[src/rtl/predecode_fifo_if.sv]
// Shared predecode types plus the fetch/issue-side bus of predecode_fifo.
// The master modport is the fetch/issue side; the slave modport is the queue itself.
package predecode_pkg;

    typedef enum logic [2:0] {
        B_INVA = 3'd0,
        B_EQNE = 3'd1,
        B_LTGE = 3'd2,
        B_JUMP = 3'd3,
        B_JREG = 3'd4
    } branch_type_e;

    typedef struct packed {
        logic [31:0]  instr;
        logic [31:0]  pc;
        branch_type_e btype;
        logic         is_branch;
        logic         is_link;
        logic         is_hilo;
        logic         is_delay_slot;
    } entry_t;

    // The delay-slot tag depends on neighbouring lanes, so the caller fills it in.
    function automatic entry_t predecode(input logic [31:0] instr, input logic [31:0] pc);
        entry_t     e;
        logic [5:0] op;
        logic [4:0] rt;
        logic [5:0] fn;
        op = instr[31:26];
        rt = instr[20:16];
        fn = instr[5:0];
        e        = '0;
        e.instr  = instr;
        e.pc     = pc;
        e.btype  = B_INVA;
        if (op[5:2] == 4'b0001) begin
            e.is_branch = 1'b1;
            e.btype     = B_EQNE;
        end else if (op == 6'b000001 && rt[3:1] == 3'b000) begin
            e.is_branch = 1'b1;
            e.btype     = B_LTGE;
            e.is_link   = rt[4];
        end else if (op[5:1] == 5'b00001) begin
            e.is_branch = 1'b1;
            e.btype     = B_JUMP;
            e.is_link   = op[0];
        end else if (op == 6'b000000 && fn[5:1] == 5'b00100) begin
            e.is_branch = 1'b1;
            e.btype     = B_JREG;
            e.is_link   = fn[0];
        end
        e.is_hilo = (op == 6'b000000 && (fn[5:2] == 4'b0100 || fn[5:2] == 4'b0110)) ||
                    (op == 6'b011100 && fn[5:3] == 3'b000 &&
                     fn[2:0] inside {3'b000, 3'b001, 3'b010, 3'b100, 3'b101});
        return e;
    endfunction

endpackage

interface predecode_fifo_if #(
    parameter int DEPTH     = 8,
    parameter int IN_WIDTH  = 2,
    parameter int OUT_WIDTH = 2
);
    logic                           flush;
    logic [IN_WIDTH-1:0]            in_valid;
    logic [32*IN_WIDTH-1:0]         in_instr;
    logic [32*IN_WIDTH-1:0]         in_pc;
    logic                           in_ready;
    logic [OUT_WIDTH-1:0]           out_valid;
    logic [32*OUT_WIDTH-1:0]        out_instr;
    logic [32*OUT_WIDTH-1:0]        out_pc;
    logic [3*OUT_WIDTH-1:0]         out_branch_type;
    logic [OUT_WIDTH-1:0]           out_is_branch;
    logic [OUT_WIDTH-1:0]           out_is_link;
    logic [OUT_WIDTH-1:0]           out_is_hilo;
    logic [OUT_WIDTH-1:0]           out_is_delay_slot;
    logic [$clog2(OUT_WIDTH+1)-1:0] out_pop;
    logic [$clog2(DEPTH+1)-1:0]     count;

    modport master (
        output flush, in_valid, in_instr, in_pc, out_pop,
        input  in_ready, out_valid, out_instr, out_pc, out_branch_type,
               out_is_branch, out_is_link, out_is_hilo, out_is_delay_slot, count
    );

    modport slave (
        input  flush, in_valid, in_instr, in_pc, out_pop,
        output in_ready, out_valid, out_instr, out_pc, out_branch_type,
               out_is_branch, out_is_link, out_is_hilo, out_is_delay_slot, count
    );
endinterface

[src/rtl/predecode_fifo.sv]
// Predecoding circular queue between fetch and issue: up to IN_WIDTH pushes and
// OUT_WIDTH presented head entries per cycle, with pop-count handshake and flush.
module predecode_fifo
    import predecode_pkg::*;
#(
    parameter int DEPTH     = 8,
    parameter int IN_WIDTH  = 2,
    parameter int OUT_WIDTH = 2
) (
    input  logic              clk,
    input  logic              rst,
    predecode_fifo_if.slave   bus
);

    localparam int AW = $clog2(DEPTH);
    localparam int CW = $clog2(DEPTH + 1);
    localparam int PW = $clog2(OUT_WIDTH + 1);

    entry_t          mem_q [DEPTH];
    logic [AW-1:0]   head_q, head_d;
    logic [AW-1:0]   tail_q, tail_d;
    logic [CW-1:0]   count_q, count_d;
    logic            prev_branch_q, prev_branch_d;

    entry_t          lane_e [IN_WIDTH];
    entry_t          head_e [OUT_WIDTH];
    logic [CW-1:0]   push_cnt;
    logic            last_branch;
    logic            push_en;
    logic            valid_chain;
    logic [OUT_WIDTH-1:0] out_valid_w;
    logic [PW-1:0]   valid_cnt;

    // A pop in the same cycle is deliberately not credited toward readiness.
    assign bus.in_ready = (CW'(DEPTH) - count_q) >= CW'(IN_WIDTH);
    assign push_en      = bus.in_ready && (|bus.in_valid) && !bus.flush;
    assign bus.count    = count_q;

    always_comb begin
        push_cnt    = '0;
        last_branch = prev_branch_q;
        for (int i = 0; i < IN_WIDTH; i++) begin
            lane_e[i] = predecode(bus.in_instr[32*i +: 32], bus.in_pc[32*i +: 32]);
        end
        lane_e[0].is_delay_slot = prev_branch_q;
        for (int i = 1; i < IN_WIDTH; i++) begin
            lane_e[i].is_delay_slot = lane_e[i-1].is_branch;
        end
        for (int i = 0; i < IN_WIDTH; i++) begin
            if (bus.in_valid[i]) begin
                push_cnt    = push_cnt + CW'(1);
                last_branch = lane_e[i].is_branch;
            end
        end
    end

    always_comb begin
        head_d        = head_q;
        tail_d        = tail_q;
        count_d       = count_q;
        prev_branch_d = prev_branch_q;
        if (bus.flush) begin
            head_d        = '0;
            tail_d        = '0;
            count_d       = '0;
            prev_branch_d = 1'b0;
        end else begin
            head_d  = head_q + AW'(bus.out_pop);
            count_d = count_q - CW'(bus.out_pop);
            if (push_en) begin
                tail_d        = tail_q + AW'(push_cnt);
                count_d       = count_d + push_cnt;
                prev_branch_d = last_branch;
            end
        end
    end

    always_ff @(posedge clk or posedge rst) begin
        if (rst) begin
            head_q        <= '0;
            tail_q        <= '0;
            count_q       <= '0;
            prev_branch_q <= 1'b0;
            // NOTE: storage is cleared here so every out_* field reads zero straight out of reset.
            for (int i = 0; i < DEPTH; i++) begin
                mem_q[i] <= '0;
            end
        end else begin
            head_q        <= head_d;
            tail_q        <= tail_d;
            count_q       <= count_d;
            prev_branch_q <= prev_branch_d;
            if (push_en) begin
                for (int i = 0; i < IN_WIDTH; i++) begin
                    if (bus.in_valid[i]) begin
                        mem_q[tail_q + AW'(i)] <= lane_e[i];
                    end
                end
            end
        end
    end

    // A branch is held back until its delay slot is also in the queue.
    always_comb begin
        valid_chain           = 1'b1;
        out_valid_w           = '0;
        valid_cnt             = '0;
        bus.out_instr         = '0;
        bus.out_pc            = '0;
        bus.out_branch_type   = '0;
        bus.out_is_branch     = '0;
        bus.out_is_link       = '0;
        bus.out_is_hilo       = '0;
        bus.out_is_delay_slot = '0;
        for (int i = 0; i < OUT_WIDTH; i++) begin
            head_e[i]   = mem_q[head_q + AW'(i)];
            valid_chain = valid_chain && (count_q > CW'(i)) &&
                          !(head_e[i].is_branch && (count_q <= CW'(i + 1)));
            out_valid_w[i] = valid_chain;
            if (valid_chain) begin
                valid_cnt = valid_cnt + PW'(1);
            end
            bus.out_instr[32*i +: 32]     = head_e[i].instr;
            bus.out_pc[32*i +: 32]        = head_e[i].pc;
            bus.out_branch_type[3*i +: 3] = head_e[i].btype;
            bus.out_is_branch[i]          = head_e[i].is_branch;
            bus.out_is_link[i]            = head_e[i].is_link;
            bus.out_is_hilo[i]            = head_e[i].is_hilo;
            bus.out_is_delay_slot[i]      = head_e[i].is_delay_slot;
        end
        bus.out_valid = out_valid_w;
    end

    a_in_valid_contiguous : assert property (@(posedge clk) disable iff (rst)
        (bus.in_valid & (bus.in_valid + IN_WIDTH'(1))) == '0);

    a_pop_within_valid : assert property (@(posedge clk) disable iff (rst)
        bus.out_pop <= valid_cnt);

endmodule

[src/flat_wrapper.sv]
// flat-port wrapper written by rule: the top's interface ports become plain ports
module predecode_fifo_flat import predecode_pkg::*;
#(
    parameter int DEPTH     = 8,
    parameter int IN_WIDTH  = 2,
    parameter int OUT_WIDTH = 2
)
  (clk, rst, bus_flush, bus_in_valid, bus_in_instr, bus_in_pc, bus_out_pop, bus_in_ready, bus_out_valid, bus_out_instr, bus_out_pc, bus_out_branch_type, bus_out_is_branch, bus_out_is_link, bus_out_is_hilo, bus_out_is_delay_slot, bus_count);
  predecode_fifo_if #(.DEPTH(DEPTH), .IN_WIDTH(IN_WIDTH), .OUT_WIDTH(OUT_WIDTH)) bus_i ();
  input  logic clk;
  input  logic rst;
  input wire logic [$bits(bus_i.flush)-1:0] bus_flush;
  input wire logic [$bits(bus_i.in_valid)-1:0] bus_in_valid;
  input wire logic [$bits(bus_i.in_instr)-1:0] bus_in_instr;
  input wire logic [$bits(bus_i.in_pc)-1:0] bus_in_pc;
  input wire logic [$bits(bus_i.out_pop)-1:0] bus_out_pop;
  output wire logic [$bits(bus_i.in_ready)-1:0] bus_in_ready;
  output wire logic [$bits(bus_i.out_valid)-1:0] bus_out_valid;
  output wire logic [$bits(bus_i.out_instr)-1:0] bus_out_instr;
  output wire logic [$bits(bus_i.out_pc)-1:0] bus_out_pc;
  output wire logic [$bits(bus_i.out_branch_type)-1:0] bus_out_branch_type;
  output wire logic [$bits(bus_i.out_is_branch)-1:0] bus_out_is_branch;
  output wire logic [$bits(bus_i.out_is_link)-1:0] bus_out_is_link;
  output wire logic [$bits(bus_i.out_is_hilo)-1:0] bus_out_is_hilo;
  output wire logic [$bits(bus_i.out_is_delay_slot)-1:0] bus_out_is_delay_slot;
  output wire logic [$bits(bus_i.count)-1:0] bus_count;
  assign bus_i.flush = bus_flush;
  assign bus_i.in_valid = bus_in_valid;
  assign bus_i.in_instr = bus_in_instr;
  assign bus_i.in_pc = bus_in_pc;
  assign bus_i.out_pop = bus_out_pop;
  assign bus_in_ready = bus_i.in_ready;
  assign bus_out_valid = bus_i.out_valid;
  assign bus_out_instr = bus_i.out_instr;
  assign bus_out_pc = bus_i.out_pc;
  assign bus_out_branch_type = bus_i.out_branch_type;
  assign bus_out_is_branch = bus_i.out_is_branch;
  assign bus_out_is_link = bus_i.out_is_link;
  assign bus_out_is_hilo = bus_i.out_is_hilo;
  assign bus_out_is_delay_slot = bus_i.out_is_delay_slot;
  assign bus_count = bus_i.count;
  predecode_fifo #(.DEPTH(DEPTH), .IN_WIDTH(IN_WIDTH), .OUT_WIDTH(OUT_WIDTH)) u_core (.clk(clk), .rst(rst), .bus(bus_i));
endmodule
[config.mk]
export PLATFORM = sky130hd
export DESIGN_NAME = predecode_fifo_flat
export DESIGN_NICKNAME = d
export VERILOG_FILES = /design/src/rtl/predecode_fifo_if.sv /design/src/rtl/predecode_fifo.sv /design/src/flat_wrapper.sv
export SDC_FILE = /design/constraint.sdc
export NUM_CORES = 2
export LEC_CHECK = 0
export BUFFER_PORTS_ARGS = -buffer_cell sky130_fd_sc_hd__buf_2
export CORE_ASPECT_RATIO = 1.5
export CORE_MARGIN = 1.5
export CORE_UTILIZATION = 25
export DETAILED_ROUTE_END_ITERATION = 6
export GPL_TIMING_DRIVEN = 0
export PLACE_DENSITY_LB_ADDON = 0.15
export SYNTH_ARGS = -nofsm -noshare
export SYNTH_HDL_FRONTEND = slang
export SYNTH_SLANG_ARGS = --single-unit
[constraint.sdc]
create_clock -name clk -period 45.4 [get_ports clk]
set_input_delay 9.08 -clock clk [delete_from_list [all_inputs] [get_ports clk]]
set_output_delay 9.08 -clock clk [all_outputs]
set_load 0.01 [all_outputs]
# After elaboration in Yosys (flattened, before gate mapping)

Cells that the tools add are included.

Register bits after elaboration: 579
Bits in latches: 0
Memory bits (writable): 0
Bits in read-only memories: 0
Bits of input ports: 135
Output and inout port bits: 149
Memories: 0

$add $sub $neg: 8
Multiply operators: 0
Div/mod/pow operators: 0
Magnitude comparators: 11
Equality and inequality tests: 22
Shifts and indexed selects: 0
Mux-type cells: 36
Bitwise operators: 4
Reductions and logical operators: 40

Operators by type and width:

| cell                                                       | number |
|---|---|
| two-way mux 568 bit                                        | 3 |
| bitwise mux 568 bit                                        | 2 |
| binary-select mux 71 bit (select 3 bit)                    | 2 |
| demux 71 bit (select 3 bit)                                | 2 |
| two-way mux 71 bit                                         | 6 |
| two-way mux 5 bit                                          | 6 |
| two-way mux 4 bit                                          | 5 |
| logical AND 1 bit                                          | 19 |
| logical NOT 3 bit                                          | 6 |
| == test 4 x 3 -> 1 bit, second input constant              | 4 |
| greater-or-equal comparator 4 bit, second input constant   | 4 |
| NOT 3 -> 4 bit                                             | 4 |
| == test 3 bit, second input constant                       | 4 |
| == test 6 x 1 -> 1 bit, second input constant              | 2 |
| == test 6 x 5 -> 1 bit, second input constant              | 2 |
| logical NOT 6 bit                                          | 2 |
| == test 5 x 1 -> 1 bit, second input constant              | 2 |
| == test 5 x 3 -> 1 bit, second input constant              | 2 |
| nonzero test 5 bit                                         | 2 |
| two-way mux 3 bit                                          | 3 |
| == test 4 x 1 -> 1 bit, second input constant              | 2 |
| > comparator 4 x 1 -> 1 bit, second input constant         | 2 |
| less-than comparator 4 x 1 -> 1 bit, second input constant | 2 |
| two-way mux 1 bit                                          | 7 |
| other kinds (18)                                           | 26 |

# Depth between registers and ports, before layout

Word-level depth: 11
Depth in mapped cells: 10

# Least setup slack after synthesis

OpenSTA, ideal clock, no wires.

Kind: register to output
From: register u_core.head_q[1]
To: output bus_out_branch_type[3]
Data arrival time: 2.312 ns
Setup slack: 34.008 ns
Cell stages (with the launch flop): 6
Path buffers: 2
Cells stage by stage: dfrtp_1 > ha_1 > clkbuf_1 > buf_1 > mux4_2 > mux2_2

Word-level cells in the longest chain between the ends: 5

Ends and longest elaborated chain:

| item                                                   | RTL line              | RTL |
|---|---|---|
| from (decl)                                            | predecode_fifo.sv:20  | `logic [AW-1:0] head_q, head_d;` |
| from (signal assigned)                                 | predecode_fifo.sv:80  | `head_q <= '0;` |
| from (signal assigned)                                 | predecode_fifo.sv:89  | `head_q <= head_d;` |
| adder 3 x 1 -> 3 bit                                   | predecode_fifo.sv:116 | `head_e[i] = mem_q[head_q + AW'(i)];` |
| NOT 3 -> 4 bit (not written as such)                   | predecode_fifo.sv:116 |  |
| binary-select mux 71 bit (select 3 bit)                | predecode_fifo.sv:116 |  |
| two-way mux 71 bit (not written as such) (2 in series) | predecode_fifo.sv:116 |  |
| to (decl)                                              | flat_wrapper.sv:21    | `output wire logic [$bits(bus_i.out_branch_type)-1:0] bus_out_branch_type;` |

No other way between the ends. The select of a mux whose other input is x is not followed.

# Worst setup path in the final report

From: register u_core.head_q[1]
To: output bus_out_pc[32]

Word-level cells in the longest chain between the ends: 5

Ends and longest elaborated chain:

| item                                                   | RTL line              | RTL |
|---|---|---|
| adder 3 x 1 -> 3 bit                                   | predecode_fifo.sv:116 |  |
| NOT 3 -> 4 bit (not written as such)                   | predecode_fifo.sv:116 |  |
| binary-select mux 71 bit (select 3 bit)                | predecode_fifo.sv:116 |  |
| two-way mux 71 bit (not written as such) (2 in series) | predecode_fifo.sv:116 |  |
| to (decl)                                              | flat_wrapper.sv:20    | `output wire logic [$bits(bus_i.out_pc)-1:0] bus_out_pc;` |

No other way between the ends. The select of a mux whose other input is x is not followed.

==> metrics.md <==
| Metric | Value |
|---|---|
| Status | `complete, but fails checks` |
| Failing checks | `max-capacitance violations` |
| Clk_skew | `36.5 ps` |
| WS Path Type | `reg -> out` |
| First-pass GRT wire length | `approximately 260000 µm` |
| Max-cap violations | `1` |
| Via-to-Cell Ratio | `slightly below 6` |
| GRT Util Overall | `roughly a quarter` |
| Longest individual stage delay on the worst path | `~1100 ps` |
| Post-synth top area share | `38.4%` |
| # hold bufs at CTS | `0` |
| Number of global-route vias before repair | `30.2k` |
| Core Region | `150000 µm²` |
| Synth area leaders | `dfrtp_1 38%, a2bb2oi_2 21%, mux4_2 17%` |
| Final min period | `13890 ps` |
| Pre-CTS setup slack | `roughly 32000 ps` |
| Synth Flop Type | `dfrtp_1` |
| Synth Register Bits | `579` |
| Die area | `153000 µm²` |
| WL/cell | `~37 µm` |
| Grt peak-use layer | `met2` |
| CP startpoint kind | `flop` |
| Met2 Usage GRT | `roughly two fifths` |
| Final core utilization | `between 20% and 30%` |
| Met3 track utilization from global routing | `3.90%` |
| Static Leak | `0.0165 µW` |
| CTS tree | `yes` |
| PwrDens | `73.7 nW/µm²` |
| Top-Level Pins | `roughly 280` |
| Mapped Cells | `about 2.8k` |
| Initial DRC count | `2509` |
| CP max-delay cell | `clkbuf_1` |
| DRC Markers | `0` |
| Final WL | `around 180000 µm` |
| Post-Syn Area per Cell | `13.7 µm²` |
| Die Height | `approximately 480 µm` |
| Worst EP required | `36320 ps` |
| Post-route setup slack | `31510 ps` |
| Synth unique cells | `52` |
| Die X | `320 µm` |
| Setup bufs post-CTS | `0` |
| Yosys top cell by area | `dfrtp_1` |
| Routability cong. | `0.845` |
| Worst IR Drop VDD | `0.0000308 V` |
| Async set or reset register ratio after synthesis | `100%` |
| Detail Route Antenna Nets | `0` |
| Crit-path max FO | `10` |
| Worst slew margin | `0.556%` |
| Synthesized cell area | `37700 µm²` |
| Root Buffer Master | `clkbuf_16` |
| Final hold viol count | `0` |
| Sequential area share after synthesis | `38.4%` |
| Syn nets | `roughly 3k` |
| CP Capture Type | `output port` |
| Total clock buffers created by CTS | `74` |
| Fin crit share | `30.6%` |
| Vias | `29.5k` |
| Area added between synthesis and finish | `16.5%` |
| Row Count | `about 170` |
| Gr ovfl total | `0` |
| H-tree levels | `3` |
| Layout cells sized above 1 | `46.0%` |
| Synth Warn # | `0` |
| Setup TNS | `0 ps` |
| Fmax | `0.0720 GHz` |
| DP HPWL | `~130000 µm` |
| CTS resizes | `0` |
| Clock slew at reported path FFs | `60 ps` |
| RSZ-0062 raised after global routing | `no` |
| Met1 usage | `29.0%` |
| Worst hold path type | `reg -> reg` |
| Layout net count | `3172` |
| Clk Latency, worst-skew pair | `690 ps` |
| Clk sinks | `579` |
| Slew Limit Fails | `0` |
| IO Port Bufs | `171` |
| Initial Utilization | `around a quarter` |
| Arrival @ worst endpoint | `4810 ps` |
| Final Setup Violations | `0` |
| Largest net degree at the start of global routing | `110` |
| Clock buffer depth | `3` |
| Critical path cell sequence | `ha_1 > clkbuf_1 > clkbuf_1 > buf_2 > mux4_2 > mux2_2 > buf_2` |
| Worst Max-Slew Pin Slew | `1490 ps` |
| First-pass DRT Iterations | `5` |
| Fillers | `15.3k` |
| Initial antenna violation count | `26` |
| EDFF count, synth | `0` |
[layer usage]
layer / vias up / wire [µm]
met5: - / 204
met4: 34 / 6510
met3: 275 / 10700
met2: 1182 / 94000
met1: 16000 / 72800
li1: 11900 / -
[cell type report]
cell class	count	area, µm²	share of cell area, %
multi-input combinational	1713	20900	47.7
clock buffer	117	2340	5.33
buffer	456	2280	5.19
timing repair buffer	181	1100	2.51
antenna	8	20.0	0.0456
clock inverter	20	283	0.644
sequential	579	14500	33.0
tap	1936	2420	5.51
inverter	15	63.8	0.145
[synthesized netlist by cell type (15+ instances only)]
master / number
mux2_2: 142
dfrtp_1: 579
clkbuf_1: 183
buf_2: 82
a2bb2oi_1: 27
buf_1: 127
nor2_1: 16
o22ai_1: 561
mux4_2: 284
a2bb2oi_2: 530
buf_6: 60
inv_1: 15
a21oi_1: 19
[path summary, 6_finish.rpt]
check	cells past startpoint	slack [ps]	to	start
min	1	540	u_core.mem_q[150]$_DFFE_PP0N_	u_core.mem_q[150]$_DFFE_PP0N_
min reg2reg	1	540	u_core.mem_q[150]$_DFFE_PP0N_	u_core.mem_q[150]$_DFFE_PP0N_
min in group asynchronous	2	8350	u_core.mem_q[245]$_DFFE_PP0N_	rst
max in group asynchronous	6	34730	u_core.mem_q[418]$_DFFE_PP0N_	rst
max	7	31510	bus_out_pc[32]	u_core.head_q[1]$_DFF_PP0_
max reg2reg	5	41250	u_core.mem_q[329]$_DFFE_PP0N_	u_core.tail_q[0]$_DFFE_PP0P_
[metrics by stage]
stage	std cells	hold WS, ps	cell area [µm²]	total power [µW]
after floorplan	2763	493	37700	2020
after global placement	4870	516	41000	2560
after detailed placement	4880	526	41300	2590
after CTS	5017	541	43900	3260
after global routing	5018	560	43900	3370
final	5025	540	43900	3240
[sequential cells by signal, summed over array words and instances, names as in the netlist]
signal                flops
u_core.mem_q            568
u_core.bus.count          4
u_core.head_q             3
u_core.prev_branch_q      1
u_core.tail_q             3
[report_power, final]
group | switching, µW | leakage (µW) | internal, µW
Combinational | 779 | 0.00811 | 807
Clock | 264 | 0.00130 | 393
Sequential | 241 | 0.00709 | 754
[cells by family (layout without fill, tap and decap cells)]
family                     after synthesis  count (layout)  share of synthesized area, %
AOI/OAI and AO/OA                     1173            1173                          32.0
buffers and inverters                  471             789                          6.19
other                                    0               8                             0
xor gates and xnor gates                 6               6                         0.139
and+or+nand+nor                         87              87                          1.28
DFF                                    579             579                          38.4
adders and majority gates               17              17                         0.643
muxes                                  430             430                          21.3
[layout by cell type (no fill, tap or decap), types with 5 or more instances in the layout]
| cell | n |
|---|---|
| dfrtp_1 | 579 |
| o22ai_1 | 561 |
| a2bb2oi_2 | 530 |
| mux4_2 | 284 |
| buf_2 | 254 |
| clkbuf_1 | 197 |
| mux2_2 | 142 |
| buf_1 | 126 |
| clkbuf_16 | 79 |
| buf_6 | 61 |
| a2bb2oi_1 | 27 |
| clkbuf_8 | 22 |
| nor2_1 | 16 |
| a21oi_1 | 15 |
| nand2_1 | 14 |
| inv_1 | 14 |
| ha_1 | 13 |
| clkinv_2 | 11 |
| diode_2 | 8 |
| nor2b_1 | 8 |
| o22a_1 | 8 |
| buf_16 | 8 |
| bufinv_16 | 7 |
| or3_1 | 6 |
| a21oi_2 | 6 |
| nor3_1 | 6 |
| nand4_1 | 6 |
| a22oi_1 | 6 |
| nand3b_1 | 5 |
| nand3_1 | 5 |
[worst max-delay path: cells and delay by family (launching register included)]
kind / cells / cell delay [ps]
fa+ha+maj: 1 / 290
buf+inv: 4 / 2420
flops: 1 / 430
mux: 2 / 970
No activity file was read; power rests on OpenSTA's default activity.
